`src/rtl/rank_order_pkg.sv`:
```
// Shared definitions for the rank-order filter and its sample sink.
// Default sizes, the clog2 helper and the {wf,last} tag bundle.
package rank_order_pkg;

    localparam int N_DEF         = 3;
    localparam int DATA_BITS_DEF = 8;
    localparam int TAG_W         = 2;

    typedef struct packed {
        logic wf;
        logic last;
    } tag_t;

    function automatic int clog2(input int v);
        int r;
        r = 0;
        while ((1 << r) < v) r++;
        return r;
    endfunction

endpackage

```
`src/rtl/sync_fifo.sv`:
```
// Single-clock FIFO with registered storage and an occupancy count.
// Pointers carry one extra bit so full and empty differ only in the MSB.
module sync_fifo
    import rank_order_pkg::*;
#(
    parameter int W     = 9,
    parameter int DEPTH = 4,
    parameter int PW    = clog2(DEPTH) + 1
) (
    input  logic          clk,
    input  logic          rst,
    input  logic          wr_en,
    input  logic [W-1:0]  wr_data,
    input  logic          rd_en,
    output logic [W-1:0]  rd_data,
    output logic          full,
    output logic          empty,
    output logic [PW-1:0] count
);

    localparam int AW = PW - 1;

    logic [W-1:0]  mem [DEPTH];
    logic [PW-1:0] wr_ptr;
    logic [PW-1:0] rd_ptr;
    logic          do_wr;
    logic          do_rd;

    assign empty = (wr_ptr == rd_ptr);
    assign full  = (wr_ptr[PW-1] != rd_ptr[PW-1]) &&
                   (wr_ptr[AW-1:0] == rd_ptr[AW-1:0]);
    assign count = wr_ptr - rd_ptr;

    // A write into a full FIFO is only accepted when the head leaves too.
    assign do_rd = rd_en && !empty;
    assign do_wr = wr_en && (!full || do_rd);

    assign rd_data = mem[rd_ptr[AW-1:0]];

    // Storage array; cleared on reset so the head reads zero.
    always_ff @(posedge clk or negedge rst) begin
        if (!rst) begin
            for (int i = 0; i < DEPTH; i++) mem[i] <= '0;
        end else if (do_wr) begin
            mem[wr_ptr[AW-1:0]] <= wr_data;
        end
    end

    // Read and write pointers, wrapping naturally at 2*DEPTH.
    always_ff @(posedge clk or negedge rst) begin
        if (!rst) begin
            wr_ptr <= '0;
            rd_ptr <= '0;
        end else begin
            if (do_wr) wr_ptr <= wr_ptr + PW'(1);
            if (do_rd) rd_ptr <= rd_ptr + PW'(1);
        end
    end

endmodule

```
`src/rtl/rank_order_sink.sv`:
```
// Reader end of the rank-order filter stream: keeps full-window results,
// queues them, and grants credit to the source so nothing is lost.
module rank_order_sink
    import rank_order_pkg::*;
#(
    parameter int N         = N_DEF,
    parameter int DATA_BITS = DATA_BITS_DEF,
    parameter int LAT       = 1,
    parameter int DEPTH     = 4
) (
    input  logic                 clk,
    input  logic                 rst,
    input  logic                 in_valid,
    input  logic                 in_last,
    output logic                 in_ready,
    input  logic [DATA_BITS-1:0] filt_out,
    output logic [DATA_BITS-1:0] out_data,
    output logic                 out_last,
    output logic                 out_valid,
    input  logic                 out_ready,
    output logic                 o_ovf
);

    localparam int CNT_W = clog2(N + 1);
    localparam int PW    = clog2(DEPTH) + 1;
    localparam int IW    = clog2(LAT + 1) + 1;
    localparam int CW    = clog2(DEPTH + LAT + 1) + 1;
    localparam int FW    = DATA_BITS + 1;

    logic [CNT_W-1:0]      cnt_q;
    logic [CNT_W-1:0]      cnt_d;
    logic                  wf;
    tag_t [LAT-1:0]        pipe_q;
    tag_t                  tag_out;
    logic [IW-1:0]         inflight_q;
    logic                  live_q;
    logic                  ovf_q;
    logic                  push;
    logic                  pop;
    logic                  full;
    logic                  empty;
    logic [PW-1:0]         occ;
    logic [CW-1:0]         used;
    logic [FW-1:0]         head;

    // Window is full when this sample completes N consecutive valid ones.
    assign wf = in_valid && ((int'(cnt_q) + 1) >= N);

    // Next run count: gaps and frame ends restart the window.
    always_comb begin
        cnt_d = cnt_q;
        if (!in_valid) begin
            cnt_d = '0;
        end else if (in_last) begin
            cnt_d = '0;
        end else if (cnt_q != CNT_W'(N)) begin
            cnt_d = cnt_q + CNT_W'(1);
        end
    end

    // Run count register.
    always_ff @(posedge clk or negedge rst) begin
        if (!rst) cnt_q <= '0;
        else      cnt_q <= cnt_d;
    end

    // Tag pipe mirrors the filter latency so tags meet their results.
    always_ff @(posedge clk or negedge rst) begin
        if (!rst) begin
            pipe_q <= '0;
        end else begin
            pipe_q[0] <= tag_t'{wf: wf, last: in_valid && in_last};
            for (int i = 1; i < LAT; i++) pipe_q[i] <= pipe_q[i-1];
        end
    end

    assign tag_out = pipe_q[LAT-1];
    assign push    = tag_out.wf;

    // Count of full-window tags still travelling through the filter.
    always_ff @(posedge clk or negedge rst) begin
        if (!rst) inflight_q <= '0;
        else      inflight_q <= inflight_q + IW'(wf) - IW'(tag_out.wf);
    end

    // Holds in_ready low until the first clock after reset release.
    always_ff @(posedge clk or negedge rst) begin
        if (!rst) live_q <= 1'b0;
        else      live_q <= 1'b1;
    end

    // Sticky flag for a result dropped at a full FIFO.
    always_ff @(posedge clk or negedge rst) begin
        if (!rst)                      ovf_q <= 1'b0;
        else if (push && full && !pop) ovf_q <= 1'b1;
    end

    sync_fifo #(
        .W     (FW),
        .DEPTH (DEPTH),
        .PW    (PW)
    ) u_fifo (
        .clk     (clk),
        .rst     (rst),
        .wr_en   (push),
        .wr_data ({filt_out, tag_out.last}),
        .rd_en   (out_ready),
        .rd_data (head),
        .full    (full),
        .empty   (empty),
        .count   (occ)
    );

    assign out_valid = !empty;
    assign pop       = out_valid && out_ready;
    assign out_data  = head[FW-1:1];
    assign out_last  = head[0];
    assign o_ovf     = ovf_q;

    // Credit uses registered occupancy only, so out_ready never reaches in_ready.
    assign used     = CW'(occ) + CW'(inflight_q);
    assign in_ready = live_q && (used < CW'(DEPTH));

endmodule
```
`config.mk`:
```
export PLATFORM = sky130hd
export DESIGN_NAME = rank_order_sink
export DESIGN_NICKNAME = d
export VERILOG_FILES = /design/src/rtl/rank_order_pkg.sv /design/src/rtl/sync_fifo.sv /design/src/rtl/rank_order_sink.sv
export SDC_FILE = /design/constraint.sdc
export NUM_CORES = 1
export LEC_CHECK = 0
export ABC_CLOCK_PERIOD_IN_PS = 4900
export BUFFER_PORTS_ARGS = -buffer_cell sky130_fd_sc_hd__buf_2
export CORE_MARGIN = 2
export CORE_UTILIZATION = 31
export CTS_CLUSTER_DIAMETER = 200
export DETAILED_ROUTE_END_ITERATION = 7
export HOLD_SLACK_MARGIN = 0.02
export SYNTH_ARGS = -nofsm -noshare
export SYNTH_HDL_FRONTEND = slang
export SYNTH_SLANG_ARGS = --single-unit
```
`constraint.sdc`:
```
create_clock -name clk -period 4.9 [get_ports clk]
set_clock_uncertainty 0.15 [all_clocks]
set_input_delay 0.49 -clock clk [delete_from_list [all_inputs] [get_ports clk]]
set_output_delay 0.49 -clock clk [all_outputs]
set_load 0.02 [all_outputs]
```
==> metrics <==
outcome=completed; clock period minus final worst setup slack=3.33 ns; 1st-iter DRT viols=55; CTS tree=yes; Clock Latency Late Sink=0.30 ns; CTS Buf Count=5; # setup viols final=0; Hold Buf Count CTS=0; Synth cell types=32; Cell Area, Synth=0.00242 mm²; Setup crit end kind=primary output; Avg WL per Cell=14.0 µm; Top-Level Pins=25; RSZ-0062 raised after global routing=false; Final Hold Viols=0; # rows=32; Synth area leader=dfrtp_1; max-slew violations=0; maximum vdd drop=0.000134 V; setup TNS=0 ns; Post-DRT Antenna Nets=0; synthesis-stage register bit count=50; PD cells=556 mW/mm²; Initial Util=0.316; clock transition at the registers of the reported paths=0.09 ns; Synthesized Nets=186; crit share post-route=0.679; DP HPWL=2.82 mm; Max Clk Rate=300 MHz; crit-path max FO=12; diode count=0; root buf cell=clkbuf_8; die area=0.00852 mm²; CP Launch Point=u_fifo.rd_ptr[0]; Synth Instances=159; Avg Inst Size Synth=15.2 µm²; leading cell type in the layout, fill and taps excluded=dfrtp_1; largest net degree at the start of global routing=51; clk buf depth=2; synth warn=0; Vias=1326; GPL Wtd Cong=0.662; Startpoint Class=flop; Leak Pwr=1.30 nW; first-pass GRT wire length=7.04 mm; Slew headroom=0.312; Die W=92.3 µm; post-synth top area share=0.518; Worst Path Arrival=2.69 ns; share of layout cells above drive strength 1=0.460; most frequent cells in the layout=50 x dfrtp_1, 38 x mux2_2, 24 x buf_2; initial antenna violation count=0; Area contributors post-synth=dfrtp_1 52%, mux2_2 18%, mux4_2 8.4%; crit path kind=reg2out; Nets=214; Area Overhead vs Synth=13.1%; Clock Sinks=50; Max Cap Viol=0; Post-CTS Setup Inserts=0; PostCTS Resize Cnt=0; sequential share of the synthesized area=0.518; vias per inst=4.59; Least-Margin Pin Slew=1.03 ns; Core Region=0.00765 mm²; Hold Crit Class=in2async; Die Ht=92.3 µm; worst reg2reg startpoint=u_fifo.rd_ptr[1]; Total Wirelength=4.04 mm; IO Port Bufs=24; Final Core Density=0.357; H-tree depth=2; DRT Pass-1 Iters=4; drt drc=0; R2R setup slack=1.91 ns; CP required=4.26 ns; GR Overflow Total=0; GRT Util Overall=0.108; vias in the first global route=1436
==> path summary, 6_finish.rpt <==
kind / endpoint / depth (start not counted)
setup / recovery: in_ready / 8
hold / removal: u_fifo.mem[29] / 2
setup reg to reg: u_fifo.mem[6] / 5
hold reg to reg: o_ovf / 1
max in group asynchronous: u_fifo.wr_ptr[1] / 2
min in group clk: pipe_q[0] / 2
==> state kept, by name, summed over array words and instances, names as in the netlist <==
| name | cells |
|---|---|
| u_fifo.mem | 36 |
| u_fifo.rd_ptr | 3 |
| u_fifo.wr_ptr | 3 |
| cnt_q | 2 |
| inflight_q | 2 |
| live_q | 1 |
| o_ovf | 1 |
| pipe_q | 1 |
| push | 1 |
==> synth_stat cells (all sizes together) <==
cell	instances
a21bo	1
o21a	1
xnor2	5
buf	2
a21oi	1
and2	2
inv	7
o211ai	3
nand4	1
nor2	5
fa	1
ha	13
nor3	1
nand3b	1
nand2b	1
o21ai	1
o311ai	1
nor3b	1
xor2	2
conb	1
dfrtp	50
nand2	5
mux2	38
o21bai	1
a211o	1
mux4	9
a21o	1
clkbuf	2
nor4b	1
==> final cells by class <==
cell class | instances | area (µm²)
Tap cell | 102 | 128
Sequential cell | 50 | 1250
Fill cell | 741 | 4910
Multi-Input combinational cell | 98 | 1120
Clock buffer | 5 | 68.8
Timing Repair Buffer | 25 | 128
Inverter | 7 | 26.3
Clock inverter | 2 | 13.8
==> metal layers <==
metal / share of wire / vias to the layer above / global-route usage
met1: 0.48 / 678 / 0.142
li1: - / 625 / -
met4: 0.013 / 0 / 0.0410
met2: 0.48 / 18 / 0.173
met5: 0 / - / 0
met3: 0.029 / 5 / 0.0255
==> cells by family (layout without fill, tap and decap cells) <==
kind of cell    Yosys count  in the layout  share of synthesized area
simple gates             18             18                     0.0394
fa+ha+maj                14             14                     0.0756
buf+inv                  11             39                     0.0197
flops                    50             50                      0.518
xor+xnor                  7              7                     0.0331
compound gates           11             11                     0.0518
mux                      47             47                      0.261
other cells               1              1                    0.00155
==> stage by stage <==
step	hold slack [ns]	setup WS (ns)	instance area, µm²	total power, mW	std cells
floorplan	0.0444	1.84	2420	1.14	159
global placement	0.298	1.82	2650	1.30	282
detailed placement	0.297	1.83	2650	1.31	282
CTS	0.155	1.49	2730	1.55	289
global route	0.172	1.33	2730	1.64	289
finish	0.124	1.57	2730	1.52	289
==> power breakdown <==
group / internal, mW / total [mW] / leakage (nW) / switching [mW]
registers: 0.541 / 0.664 / 0.639 / 0.123
clock network: 0.0989 / 0.233 / 0.0444 / 0.134
logic: 0.317 / 0.622 / 0.622 / 0.305
==> critical path, stage by stage (launching register included) <==
cell and delay (ns):
dfrtp_1 0.79, ha_1 0.25, inv_1 0.05, fa_1 0.43, ha_1 0.28, nand2_1 0.06
nor2_1 0.03, nor4b_1 0.28, buf_2 0.22
Power figures use the tool's default switching activity.
